`src/rtl/mem_arbiter.sv`:
```
// Round-robin arbiter sharing one single-port memory among CHANNELS requesters.
// Each access walks IDLE -> ISSUE -> DONE; an optional timeout turns a missing ack into an error.
module mem_arbiter #(
  parameter int CHANNELS  = 2,
  parameter int ADDR_BITS = 32,
  parameter int DATA_BITS = 32,
  parameter int TIMEOUT   = 0
) (
  input  logic                           clk,
  input  logic                           rst,
  input  logic [CHANNELS-1:0]            req_ren,
  input  logic [CHANNELS-1:0]            req_wen,
  input  logic [CHANNELS*ADDR_BITS-1:0]  req_addr,
  input  logic [CHANNELS*DATA_BITS-1:0]  req_dout,
  output logic [DATA_BITS-1:0]           req_din,
  output logic [CHANNELS-1:0]            req_stall,
  output logic [CHANNELS-1:0]            req_ack,
  output logic [CHANNELS-1:0]            req_err,
  output logic                           mem_cs,
  output logic                           mem_ren,
  output logic                           mem_we,
  output logic [ADDR_BITS-1:0]           mem_addr,
  output logic [DATA_BITS-1:0]           mem_din,
  input  logic [DATA_BITS-1:0]           mem_dout,
  input  logic                           mem_ack
);

  localparam int GW = (CHANNELS > 1) ? $clog2(CHANNELS) : 1;
  localparam int CW = (TIMEOUT > 0) ? $clog2(TIMEOUT + 1) : 1;

  localparam logic [1:0] IDLE  = 2'd0;
  localparam logic [1:0] ISSUE = 2'd1;
  localparam logic [1:0] DONE  = 2'd2;

  localparam logic [GW-1:0] LAST_RST  = GW'(CHANNELS - 1);
  localparam logic [CW-1:0] TIMEOUT_C = CW'(TIMEOUT);

  logic [1:0]           state_q, state_d;
  logic [GW-1:0]        grant_q, grant_d;
  logic [GW-1:0]        last_q, last_d;
  logic [CW-1:0]        wait_q, wait_d;
  logic [DATA_BITS-1:0] rdata_q, rdata_d;
  logic                 err_q, err_d;

  logic [CHANNELS-1:0]  pending;
  logic [GW-1:0]        rr_pick;
  logic                 rr_found;
  logic [GW-1:0]        idx;

  logic [ADDR_BITS-1:0] addr_a [CHANNELS];
  logic [DATA_BITS-1:0] dout_a [CHANNELS];

  for (genvar g = 0; g < CHANNELS; g++) begin : g_unpack
    assign addr_a[g] = req_addr[g*ADDR_BITS +: ADDR_BITS];
    assign dout_a[g] = req_dout[g*DATA_BITS +: DATA_BITS];
  end

  assign pending = req_ren | req_wen;

  // Search starts one past the last winner so the previous grantee is considered last.
  always_comb begin
    // NOTE: every combinational output gets a default first, so no path can infer a latch.
    rr_pick  = last_q;
    rr_found = 1'b0;
    idx      = '0;
    for (int k = 1; k <= CHANNELS; k++) begin
      idx = GW'((int'(last_q) + k) % CHANNELS);
      if (!rr_found && pending[idx]) begin
        rr_found = 1'b1;
        rr_pick  = idx;
      end
    end
  end

  always_comb begin
    state_d = state_q;
    grant_d = grant_q;
    last_d  = last_q;
    wait_d  = wait_q;
    rdata_d = rdata_q;
    err_d   = err_q;
    case (state_q)
      IDLE: begin
        if (rr_found) begin
          grant_d = rr_pick;
          last_d  = rr_pick;
          wait_d  = '0;
          err_d   = 1'b0;
          state_d = ISSUE;
        end
      end
      ISSUE: begin
        // An ack arriving on the final wait cycle still wins over the timeout.
        if (mem_ack) begin
          rdata_d = mem_dout;
          err_d   = 1'b0;
          state_d = DONE;
        end else if ((TIMEOUT > 0) && (wait_q == TIMEOUT_C)) begin
          rdata_d = '0;
          err_d   = 1'b1;
          state_d = DONE;
        end else begin
          wait_d = wait_q + 1'b1;
        end
      end
      DONE:    state_d = IDLE;
      default: state_d = IDLE;
    endcase
  end

  always_ff @(posedge clk) begin
    // NOTE: non-blocking assignments so every register samples pre-edge values.
    if (rst) begin
      state_q <= IDLE;
      grant_q <= '0;
      last_q  <= LAST_RST;
      wait_q  <= '0;
      rdata_q <= '0;
      err_q   <= 1'b0;
    end else begin
      state_q <= state_d;
      grant_q <= grant_d;
      last_q  <= last_d;
      wait_q  <= wait_d;
      rdata_q <= rdata_d;
      err_q   <= err_d;
    end
  end

  // Memory side follows the live inputs of the granted channel.
  always_comb begin
    mem_cs   = (state_q == ISSUE);
    mem_we   = mem_cs & req_wen[grant_q];
    mem_ren  = mem_cs & req_ren[grant_q] & ~req_wen[grant_q];
    mem_addr = addr_a[grant_q];
    mem_din  = dout_a[grant_q];
  end

  always_comb begin
    req_ack = '0;
    req_err = '0;
    req_din = '0;
    if (state_q == DONE) begin
      req_ack[grant_q] = 1'b1;
      req_err[grant_q] = err_q;
      req_din          = rdata_q;
    end
  end

  assign req_stall = pending & ~req_ack;

endmodule

```
`config.mk`:
```
export PLATFORM = sky130hd
export DESIGN_NAME = mem_arbiter
export DESIGN_NICKNAME = d
export VERILOG_FILES = /design/src/rtl/mem_arbiter.sv
export SDC_FILE = /design/constraint.sdc
export NUM_CORES = 1
export LEC_CHECK = 0
export ABC_AREA = 1
export CORE_ASPECT_RATIO = 0.5
export CORE_MARGIN = 2
export CORE_UTILIZATION = 26
export CTS_BUF_LIST = sky130_fd_sc_hd__clkbuf_2 sky130_fd_sc_hd__clkbuf_4 sky130_fd_sc_hd__clkbuf_8
export CTS_CLUSTER_SIZE = 28
export DETAILED_ROUTE_END_ITERATION = 16
export GPL_TIMING_DRIVEN = 0
export HOLD_SLACK_MARGIN = 0.02
export PLACE_DENSITY = 0.91
export SLEW_MARGIN = 10
export SYNTH_ARGS = -nofsm -noshare
export SYNTH_HDL_FRONTEND = slang
export SYNTH_SLANG_ARGS = --single-unit
export TNS_END_PERCENT = 5
```
`constraint.sdc`:
```
create_clock -name clk -period 1.02 [get_ports clk]
set_input_delay 0.204 -clock clk [delete_from_list [all_inputs] [get_ports clk]]
set_output_delay 0.204 -clock clk [all_outputs]
set_load 0.01 [all_outputs]
```
==> flow_metrics.env, run 1 <==
export IMPL_irDropWorstVdd_mv=0.542
export IMPL_area_growth_pct=119
export IMPL_routabilityCongestion=0.800
export IMPL_outcome="complete, but fails checks"
export IMPL_synth_warnings=0
export IMPL_die_w_um=141
export IMPL_first_iter_violations=115
export IMPL_final_hold_viols=0
export IMPL_final_layout_size_suffix_gt1_share_pct=24.3
export IMPL_cts_htree_levels=2
export IMPL_ys_top_cells_by_area="sky130_fd_sc_hd__nand2_1 (31%), sky130_fd_sc_hd__dfxtp_1 (29%), sky130_fd_sc_hd__nor2_1 (16%)"
export IMPL_filler_cell_count_in_the_final_layout=821
export IMPL_antenna_found_initial=0
export IMPL_place_hpwl_um=9250
export IMPL_cp_data_arrival_time_ns=1.34
export IMPL_power_density_cell_area_nw_per_um2=961
export IMPL_totalWireLength_um=11700
export IMPL_synthDominantCellAreaShare_pct=30.9
export IMPL_insertion_delay_ns=0.30
export IMPL_maxSlewViolCount=0
export IMPL_max_cap_viol_count=0
export IMPL_synth_cells=458
export IMPL_violations="setup timing"
export IMPL_post_layout_total_power_w=0.00515
export IMPL_end_kind="output pin"
export IMPL_placed_cells=845
export IMPL_crit_path_top_delay_cell="sky130_fd_sc_hd__dfxtp_2"
export IMPL_worst_clk_skew_ns=0.00824
export IMPL_worst_path_dominant_cell_family="buffers and inverters"
export IMPL_drtPass1Iterations=4
export IMPL_layout_worst_path_cycle_share_pct=151
export IMPL_seq_power_share_pct=30.7
export IMPL_setup_viol_count_final=133
export IMPL_wl_per_cell_um=13.7
export IMPL_timing_worst_setup_path_type="reg2out"
export IMPL_final_seq_area_um2=724
export IMPL_timing_critical_path_mode_cell="sky130_fd_sc_hd__buf_8"
export IMPL_drcViolationCount=0
export IMPL_worst_setup_hold_path_clk_slew_ns=0.08
export IMPL_sequential_fraction_of_the_synthesis_area_pct=29.4
export IMPL_combinationalPowerShare_pct=44.4
export IMPL_fp_coreArea_um2=8950
export IMPL_first_global_vias=3586
export IMPL_maxClockFrequency_mhz=649
export IMPL_minimum_hold_slack_ns=0.483
export IMPL_critical_path_cell_count=7
export IMPL_number_of_clock_buffers_inserted_by_tritoncts=5
export IMPL_cts_sink_count=36
export IMPL_internal_power_w=0.00354
export IMPL_power_share_clock_pct=24.9
export IMPL_synth_top_cell_by_area="sky130_fd_sc_hd__nand2_1"
export IMPL_p_leak_nw=2.65
export IMPL_layout_nets=907
export IMPL_setup_tns_ns=-47.78
export IMPL_worstSetupEndpoint="req_stall[1]"
export IMPL_initial_core_util_pct=27.4
export IMPL_setup_reg_to_reg_worst_slack_ns=-0.10
export IMPL_globalRouteTotalUtil_pct=21.3
export IMPL_grt_setup_unrepaired="true"
export IMPL_critPathLaunch="grant_q"
export IMPL_cp_buffers_inverters=6
export IMPL_die_height_um=72.7
export IMPL_final_min_clock_period_ns=1.54
export IMPL_clock_path_buffers=2
export IMPL_pin_count=272
export IMPL_final_antenna_net_count=0
export IMPL_cts_hold_buffers_added=0
export IMPL_avgViaCountPerCell=4.27
export IMPL_floorplan_die_area_um2=10300
export IMPL_post_layout_nonfiller_instances=858
export IMPL_required_ns=0.82
export IMPL_timing_critical_path_from_type="flip-flop"
export IMPL_postSynthAreaPerCell_um2=5.36
export IMPL_netlist_cell_type_count=20
export IMPL_timing_critical_path_cells="buf_8, inv_8, buf_12, buf_8, o22ai_2, inv_1, buf_6"
export IMPL_fin_ws_ns=-0.521
export IMPL_grt_first_pass_wirelength_um=17400
export IMPL_r2r_cells=6
export IMPL_hp_class="in2reg"
export IMPL_mappedNetlistArea_um2=2450
export IMPL_final_core_util_pct=59.9
export IMPL_multiInputGateArea_um2=1470
export IMPL_cp_max_fo=8
export IMPL_critical_path_reg2reg_endpoint="rdata_q[14]"
export IMPL_io_buffers=269
export IMPL_via_count=3664
export IMPL_overflow=0
export IMPL_antenna_cells=0
export IMPL_maximum_number_of_pins_on_one_net_before_global_route_repair=12
export IMPL_num_rows=24
export IMPL_ys_ff_latch=36
export IMPL_slowest_delay_ns=0.33
export IMPL_root_buffer_master="sky130_fd_sc_hd__clkbuf_8"
export IMPL_rr_startpoint="state_q[1]"
export IMPL_power_switching_fraction_pct=31.3
export IMPL_power_net_switching_w=0.00161
export IMPL_tritoncts="built"
final cells by class:
cell class,count,area share [%]
Buffer,28,5.64
Clock buffer,6,1.42
Tap cell,117,2.73
Clock inverter,2,0.653
Timing Repair Buffer,275,45.4
Inverter,44,3.27
Sequential cell,36,13.5
Multi-Input combinational cell,350,27.3
worst min-delay path, stage by stage:
cell and delay, ns:
sky130_fd_sc_hd__clkdlybuf4s50_1 0.40, sky130_fd_sc_hd__nor2_1 0.10, sky130_fd_sc_hd__nor2_1 0.05
power by group through the flow:
stage | logic (W) | registers (W) | clock network [W]
after floorplan | 0.000895 | 0.00159 | 0
after global placement | 0.00230 | 0.00160 | 0
after detailed placement | 0.00233 | 0.00160 | 0
after CTS | 0.00225 | 0.00158 | 0.00129
after global routing | 0.00249 | 0.00159 | 0.00137
final | 0.00229 | 0.00158 | 0.00128
sequential cells by signal, summed over array words and instances (netlist names):
name,flops
state_q,2
grant_q,1
last_q,1
rdata_q,32
synth_stat cells (all sizes together):
library cell	instances
o22ai	1
o211ai	1
buf	22
nand3	1
nor2	106
dfxtp	36
nand2	203
a21oi	2
inv	44
conb	1
o21ai	34
clkbuf	7
repair_timing:
action / in CTS / in global routing
endpoints found under the hold margin: 0 / 0
pin swaps: 3 / 3
setup buffers: 4 / 0
setup endpoints to repair: 134 / 137
gates cloned: 2 / 0
resized for setup: 437 / 36
kinds of logic after synthesis:
kind of cell,Yosys count,share of synthesized area [%]
AND/OR/NAND/NOR,310,48.2
buffers and inverters,73,14.3
AO/OA/AOI/OAI,38,7.90
flip-flops,36,29.4
other,1,0.153
placed cells by master, fill, tap and decap left out, types with 2 or more instances in the layout:
master and n:
sky130_fd_sc_hd__nand2_1 188, sky130_fd_sc_hd__nor2_1 93, sky130_fd_sc_hd__buf_6 21, sky130_fd_sc_hd__conb_1 2, sky130_fd_sc_hd__nand2_2 13, sky130_fd_sc_hd__dfxtp_1 33, sky130_fd_sc_hd__clkdlybuf4s15_2 23, sky130_fd_sc_hd__clkdlybuf4s50_1 166
sky130_fd_sc_hd__o21ai_1 10, sky130_fd_sc_hd__dfxtp_2 3, sky130_fd_sc_hd__inv_2 3, sky130_fd_sc_hd__nand2_4 2, sky130_fd_sc_hd__clkbuf_4 3, sky130_fd_sc_hd__clkbuf_8 6, sky130_fd_sc_hd__buf_4 8, sky130_fd_sc_hd__buf_2 71
sky130_fd_sc_hd__buf_8 6, sky130_fd_sc_hd__a21oi_1 2, sky130_fd_sc_hd__inv_1 39, sky130_fd_sc_hd__clkbuf_2 2, sky130_fd_sc_hd__nor2_2 12, sky130_fd_sc_hd__o21ai_0 24
routing by layer:
layer	routed length, um	track usage, %	share of wire (%)	vias to the layer above
met5	0	0	0	-
met4	276	6.78	2.3	0
met3	582	3.61	5.0	24
met2	6110	41.3	52	96
met1	4780	24.1	41	1631
li1	-	-	-	1913
worst min-delay path by stage:
stage               cells after the start     endpoint    startpoint  slack (ns)
floorplan                               1      grant_q           rst        0.27
global placement                        2       last_q        last_q        0.44
detailed placement                      2       last_q        last_q        0.47
CTS                                     2       last_q        last_q        0.49
global route                            3  rdata_q[20]  mem_dout[20]        0.50
finish                                  3  rdata_q[12]  mem_dout[12]        0.48
through the flow:
stage / instance area, um2 / setup WS [ns]
2_1_floorplan: 2480 / -0.0465
3_3_place_gp: 5320 / -0.806
3_5_place_dp: 5320 / -0.809
4_1_cts: 5340 / -0.572
5_1_grt: 5360 / -0.593
6_report: 5360 / -0.521
No activity file was read; power rests on OpenSTA's default activity.
==> run 2: changes to the inputs <==
--- a/config.mk
+++ b/config.mk
@@ -7,10 +7,9 @@
 export LEC_CHECK = 0
 export ABC_AREA = 1
 export CORE_ASPECT_RATIO = 0.5
-export CORE_MARGIN = 2
 export CORE_UTILIZATION = 26
 export CTS_BUF_LIST = sky130_fd_sc_hd__clkbuf_2 sky130_fd_sc_hd__clkbuf_4 sky130_fd_sc_hd__clkbuf_8
-export CTS_CLUSTER_SIZE = 28
+export CTS_CLUSTER_SIZE = 40
 export DETAILED_ROUTE_END_ITERATION = 16
 export GPL_TIMING_DRIVEN = 0
 export HOLD_SLACK_MARGIN = 0.02
==> run 2 against run 1 <==
Effect of this change: the flow still finishes with violations (setup timing); clock-buffer cell count rose by 2; clock skew fell by 0.0053 ns; via count rose by 4.3%; register-to-register slack got worse by 0.03 ns; setup slack got worse by 0.073 ns; highest routed layer is now met5.
==> flow_metrics.env, run 2 (synthesis gave the netlist of run 1 again) <==
export IMPL_num_rows=24
export IMPL_globalRouteTotalUtil_pct=23.1
export IMPL_avgViaCountPerCell=4.39
export IMPL_max_flop_register="rdata_q"
export IMPL_die_height_um=70.7
export IMPL_area_growth_pct=128
export IMPL_end_kind="output pin"
export IMPL_io_buffers=269
export IMPL_p_leak_nw=2.75
export IMPL_final_min_clock_period_ns=1.61
export IMPL_fin_ws_ns=-0.594
export IMPL_layout_top_registers="rdata_q: 32 flops, state_q: 2 flops"
export IMPL_floorplan_die_area_um2=9850
export IMPL_via_count=3820
export IMPL_worst_clk_skew_ns=0.00298
export IMPL_first_global_vias=3633
export IMPL_critPathLaunch="grant_q"
export IMPL_setup_reg_to_reg_worst_slack_ns=-0.13
export IMPL_irDropWorstVdd_mv=0.669
export IMPL_fp_coreArea_um2=8920
export IMPL_maximum_number_of_pins_on_one_net_before_global_route_repair=11
export IMPL_final_seq_area_um2=727
export IMPL_clock_path_buffers=2
export IMPL_rr_startpoint="state_q[1]"
export IMPL_drtPass1Iterations=4
export IMPL_final_layout_size_suffix_gt1_share_pct=30.9
export IMPL_first_iter_violations=162
export IMPL_critical_path_reg2reg_endpoint="rdata_q[29]"
export IMPL_timing_worst_setup_path_type="reg2out"
export IMPL_wl_per_cell_um=13.6
export IMPL_cp_max_fo=8
export IMPL_antenna_cells=0
export IMPL_power_density_cell_area_nw_per_um2=917
export IMPL_worstSetupEndpoint="mem_din[17]"
export IMPL_filler_cell_count_in_the_final_layout=790
export IMPL_pin_count=272
export IMPL_totalWireLength_um=11900
export IMPL_cts_sink_count=36
export IMPL_place_hpwl_um=8980
export IMPL_required_ns=0.82
export IMPL_violations="setup timing"
export IMPL_r2r_cells=7
export IMPL_setup_viol_count_final=133
export IMPL_number_of_clock_buffers_inserted_by_tritoncts=5
export IMPL_layout_worst_path_cycle_share_pct=158
export IMPL_overflow=0
export IMPL_die_w_um=139
export IMPL_cts_htree_levels=2
export IMPL_timing_critical_path_from_type="flip-flop"
export IMPL_post_layout_total_power_w=0.00512
export IMPL_outcome="complete, but fails checks"
export IMPL_cts_hold_buffers_added=0
export IMPL_final_antenna_net_count=0
export IMPL_placement_cell_area_um2=5320
export IMPL_finalInstanceArea_um2=5590
export IMPL_grt_first_pass_wirelength_um=18200
export IMPL_flip_flop_count_of_the_largest_register_all_copies_and_words_added=32
export IMPL_hp_class="in2reg"
export IMPL_place_ws_ns=-0.822
export IMPL_routabilityCongestion=0.793
export IMPL_max_cap_viol_count=0
export IMPL_initial_core_util_pct=27.5
export IMPL_setup_tns_ns=-49.56
export IMPL_drcViolationCount=0
export IMPL_final_hold_viols=0
export IMPL_worst_setup_hold_path_clk_slew_ns=0.07
export IMPL_cp_data_arrival_time_ns=1.41
export IMPL_tritoncts="built"
export IMPL_insertion_delay_ns=0.28
export IMPL_layout_nets=920
export IMPL_post_layout_nonfiller_instances=871
export IMPL_root_buffer_master="sky130_fd_sc_hd__clkbuf_8"
export IMPL_multiInputGateArea_um2=1580
export IMPL_grt_setup_unrepaired="true"
export IMPL_layout_commonest_cell="sky130_fd_sc_hd__clkdlybuf4s50_1"
export IMPL_placed_cells=845
export IMPL_maxSlewViolCount=0
export IMPL_layout_cells_most_common_list="sky130_fd_sc_hd__clkdlybuf4s50_1 (163), sky130_fd_sc_hd__nand2_1 (161), sky130_fd_sc_hd__buf_2 (86), sky130_fd_sc_hd__nor2_1 (83), sky130_fd_sc_hd__nand2_2 (38)"
export IMPL_antenna_found_initial=1
export IMPL_maxClockFrequency_mhz=619
run 2: cell types whose count changed in the layout (fill, tap and decap cells not counted), moves of 3 or more:
cell and change:
sky130_fd_sc_hd__nor2_2 +9, sky130_fd_sc_hd__nor2_1 -10, sky130_fd_sc_hd__buf_12 +4, sky130_fd_sc_hd__clkdlybuf4s15_2 -14, sky130_fd_sc_hd__clkdlybuf4s50_1 -3, sky130_fd_sc_hd__buf_4 +7, sky130_fd_sc_hd__nand2_1 -27, sky130_fd_sc_hd__buf_2 +15
sky130_fd_sc_hd__nand2_2 +25
run 2: metrics by stage:
step | util, % | hold slack (ns)
5_1_grt | 62.6 | 0.401
3_5_place_dp | 59.7 | 0.452
2_1_floorplan | - | 0.273
4_1_cts | 60.9 | 0.404
3_3_place_gp | 59.7 | 0.440
6_report | 62.6 | 0.415
run 2: worst min path at each step:
stage	startpoint	endpoint	slack [ns]	depth (start not counted)
floorplan	rst	grant_q	0.27	1
global placement	last_q	last_q	0.44	2
detailed placement	last_q	last_q	0.45	2
CTS	mem_ack	state_q[0]	0.40	4
global route	mem_ack	state_q[0]	0.40	4
finish	mem_ack	state_q[0]	0.41	4
run 2: worst max-delay path, cell delays in order (launching register included):
cell                      delay (ns)
sky130_fd_sc_hd__dfxtp_2        0.33
sky130_fd_sc_hd__buf_8          0.13
sky130_fd_sc_hd__inv_8          0.04
sky130_fd_sc_hd__buf_12         0.14
sky130_fd_sc_hd__buf_12         0.12
sky130_fd_sc_hd__buf_8          0.12
sky130_fd_sc_hd__nand2_2        0.05
sky130_fd_sc_hd__nand2_1        0.05
sky130_fd_sc_hd__buf_2          0.13
run 2: routing by layer:
| layer | wire [um] | track usage, % | vias up | part of all wire (%) |
|---|---|---|---|---|
| met3 | 685 | 2.84 | 31 | 5.8 |
| met2 | 6120 | 43.1 | 137 | 51 |
| met4 | 362 | 9.26 | 2 | 3.0 |
| met5 | 8 | 0 | - | 0.067 |
| met1 | 4710 | 27.3 | 1711 | 40 |
| li1 | - | - | 1939 | - |
run 2: repair_timing:
item                       in CTS  in global routing
gates resized for setup       471                 77
gates cloned                    5                  0
setup endpoints to repair     135                136
pin swaps                       5                  2
setup buffers                   8                  6
run 2: cell type report:
cell class | instances | area share [%]
Buffer | 29 | 5.94
Clock buffer | 8 | 1.75
Inverter | 44 | 3.27
Multi-Input combinational cell | 350 | 28.2
Sequential cell | 36 | 13.0
Tap cell | 117 | 2.62
Timing Repair Buffer | 287 | 45.2
run 2: report_power, final:
group	internal (W)	switching (W)	leakage [nW]
registers	0.00152	0.0000642	0.297
clock network	0.000604	0.000477	0.0523
logic	0.00136	0.00110	2.40
total	0.00348	0.00164	2.75
==> run 3: changes to the inputs <==
--- a/config.mk
+++ b/config.mk
@@ -6,14 +6,15 @@
 export NUM_CORES = 1
 export LEC_CHECK = 0
 export ABC_AREA = 1
-export CORE_ASPECT_RATIO = 0.5
-export CORE_UTILIZATION = 26
+export CORE_AREA = 2 2 106 108
 export CTS_BUF_LIST = sky130_fd_sc_hd__clkbuf_2 sky130_fd_sc_hd__clkbuf_4 sky130_fd_sc_hd__clkbuf_8
 export CTS_CLUSTER_SIZE = 40
 export DETAILED_ROUTE_END_ITERATION = 16
+export DIE_AREA = 0 0 108 110
+export DONT_BUFFER_PORTS = 1
 export GPL_TIMING_DRIVEN = 0
 export HOLD_SLACK_MARGIN = 0.02
-export PLACE_DENSITY = 0.91
+export PLACE_DENSITY = 0.49
 export SLEW_MARGIN = 10
 export SYNTH_ARGS = -nofsm -noshare
 export SYNTH_HDL_FRONTEND = slang
==> run 3 against run 2 <==
Effect of this change: power shrank 20%; setup slack improved by 0.18 ns; critical endpoint is now mem_ren; the flow still finishes with violations (setup timing); critical path depth decreased by 3; largest power group is now registers; routed wire length decreased by 18%; design area decreased by 39%; critical path type unchanged.
==> flow_metrics.env, run 3 (synthesis gave the netlist of run 1 again) <==
export IMPL_setup_viol_count_final=134
export IMPL_hp_class="in2reg"
export IMPL_end_kind="output pin"
export IMPL_totalWireLength_um=9760
export IMPL_finalInstanceArea_um2=3390
export IMPL_timing_critical_path_from_type="flip-flop"
export IMPL_final_core_util_pct=31.6
export IMPL_drtPass1Iterations=4
export IMPL_number_of_clock_buffers_inserted_by_tritoncts=5
export IMPL_irDropWorstVdd_mv=0.952
export IMPL_hp_start="mem_dout[4]"
export IMPL_via_count=2806
export IMPL_insertion_delay_ns=0.28
export IMPL_area_growth_pct=38.0
export IMPL_power_density_cell_area_nw_per_um2=1210
export IMPL_grt_setup_unrepaired="true"
export IMPL_required_ns=0.82
export IMPL_cts_sink_count=36
export IMPL_drcViolationCount=0
export IMPL_antenna_cells=0
export IMPL_layout_top_registers="rdata_q: 32 flops, state_q: 2 flops"
export IMPL_die_w_um=108
export IMPL_final_min_clock_period_ns=1.44
export IMPL_seq_power_share_pct=38.9
export IMPL_hold_path_end="rdata_q[4]"
export IMPL_overflow=0
export IMPL_final_layout_size_suffix_gt1_share_pct=31.6
export IMPL_globalRouteTotalUtil_pct=14.6
export IMPL_power_share_clock_pct=25.8
export IMPL_internal_power_w=0.00254
export IMPL_clock_path_buffers=2
export IMPL_fin_ws_ns=-0.417
export IMPL_floorplan_die_area_um2=11900
export IMPL_cts_htree_levels=2
export IMPL_topRoutingLayerUsed="met4"
export IMPL_worst_setup_hold_path_clk_slew_ns=0.07
export IMPL_outcome="complete, but fails checks"
export IMPL_layout_worst_path_cycle_share_pct=141
export IMPL_placed_cells=599
export IMPL_multiInputGateArea_um2=1840
export IMPL_io_buffers=0
export IMPL_p_leak_nw=1.51
export IMPL_wl_met2_um=5300
export IMPL_holdPathStages=2
export IMPL_violations="setup timing"
export IMPL_layout_cells_most_common_list="sky130_fd_sc_hd__nand2_1 (137), sky130_fd_sc_hd__nor2_1 (70), sky130_fd_sc_hd__nand2_2 (56), sky130_fd_sc_hd__inv_1 (39), sky130_fd_sc_hd__dfxtp_1 (33)"
export IMPL_max_flop_register="rdata_q"
export IMPL_num_rows=38
export IMPL_antenna_found_initial=0
export IMPL_avgViaCountPerCell=4.59
export IMPL_maxSlewViolCount=0
export IMPL_minimum_hold_slack_ns=0.0462
export IMPL_r2r_cells=7
export IMPL_initial_core_util_pct=22.9
export IMPL_first_iter_violations=126
export IMPL_grt_first_pass_wirelength_um=13500
export IMPL_maximum_number_of_pins_on_one_net_before_global_route_repair=12
export IMPL_worst_clk_skew_ns=0.00649
export IMPL_met3_wirelength_um=1010
export IMPL_final_antenna_net_count=0
export IMPL_rr_startpoint="state_q[1]"
export IMPL_filler_cell_count_in_the_final_layout=1206
export IMPL_die_height_um=110
export IMPL_cp_data_arrival_time_ns=1.23
export IMPL_setup_tns_ns=-36.51
export IMPL_met1Wirelength_um=3350
export IMPL_post_layout_nonfiller_instances=611
export IMPL_combinationalPowerShare_pct=35.2
export IMPL_flip_flop_count_of_the_largest_register_all_copies_and_words_added=32
export IMPL_first_global_vias=2591
export IMPL_root_buffer_master="sky130_fd_sc_hd__clkbuf_8"
export IMPL_power_net_switching_w=0.00154
export IMPL_timing_worst_setup_path_type="reg2out"
export IMPL_final_seq_area_um2=729
export IMPL_pin_count=272
export IMPL_final_hold_viols=0
export IMPL_placement_cell_area_um2=2660
export IMPL_cp_max_fo=3
export IMPL_wl_per_cell_um=16.0
export IMPL_power_switching_fraction_pct=37.8
export IMPL_max_cap_viol_count=0
export IMPL_critical_path_reg2reg_endpoint="rdata_q[19]"
export IMPL_setup_reg_to_reg_worst_slack_ns=-0.13
export IMPL_maxClockFrequency_mhz=696
export IMPL_routabilityCongestion=0.676
export IMPL_tritoncts="built"
export IMPL_fp_coreArea_um2=10700
export IMPL_layout_nets=637
export IMPL_layout_commonest_cell="sky130_fd_sc_hd__nand2_1"
export IMPL_place_hpwl_um=7510
run 3: changes by cell type in the layout (fill, tap and decap cells not counted), moves of 15 or more:
cell / delta
sky130_fd_sc_hd__nor2_4: +28
sky130_fd_sc_hd__clkdlybuf4s50_1: -163
sky130_fd_sc_hd__nand2_2: +18
sky130_fd_sc_hd__nor2_2: -15
sky130_fd_sc_hd__buf_2: -82
sky130_fd_sc_hd__nand2_1: -24
run 3: metrics by stage:
step / worst slack [ns] / power (W)
2_1_floorplan: -0.0465 / 0.00248
3_3_place_gp: -0.354 / 0.00271
3_5_place_dp: -0.371 / 0.00272
4_1_cts: -0.475 / 0.00399
5_1_grt: -0.489 / 0.00436
6_report: -0.417 / 0.00409
run 3: final cells by class:
| cell class | count | area share [%] |
|---|---|---|
| Sequential cell | 36 | 21.5 |
| Tap cell | 140 | 5.17 |
| Multi-Input combinational cell | 350 | 54.4 |
| Timing Repair Buffer | 5 | 1.77 |
| Inverter | 44 | 5.32 |
| Clock inverter | 1 | 0.259 |
| Clock buffer | 7 | 2.48 |
| Buffer | 28 | 9.02 |
run 3: critical path, cell delays in order, from the launching register on:
cell and delay [ns]:
sky130_fd_sc_hd__dfxtp_2 0.36, sky130_fd_sc_hd__inv_2 0.08, sky130_fd_sc_hd__nand2_4 0.09, sky130_fd_sc_hd__inv_6 0.09
sky130_fd_sc_hd__o211ai_1 0.11, sky130_fd_sc_hd__nor2_2 0.23
run 3: metal layers:
metal,vias to the layer above,global-route usage [%]
met5,-,0
met4,0,3.30
met3,9,4.88
met2,142,27.9
met1,1280,15.6
li1,1375,-
run 3: timing repair:
item,CTS,global route
endpoints found under the setup margin,133,136
hold endpoints to repair,3,0
hold buffers,1,0
pin swaps,5,4
setup buffers,3,0
cloned,1,0
gates resized for setup,86,104
run 3: how the worst max path moves through the flow:
stage,start,to,slack (ns)
floorplan,grant_q,mem_addr[10],-0.05
global route,state_q[1],mem_ren,-0.49
finish,state_q[1],mem_ren,-0.42
global placement,grant_q,mem_din[1],-0.35
detailed placement,grant_q,mem_din[1],-0.37
CTS,grant_q,mem_ren,-0.48
run 3: power by group through the flow:
stage | combinational [W] | clock, W | sequential, W
after floorplan | 0.000895 | 0 | 0.00159
after global placement | 0.00111 | 0 | 0.00160
after detailed placement | 0.00112 | 0 | 0.00160
after CTS | 0.00131 | 0.00111 | 0.00157
after global routing | 0.00162 | 0.00114 | 0.00161
final | 0.00144 | 0.00106 | 0.00159
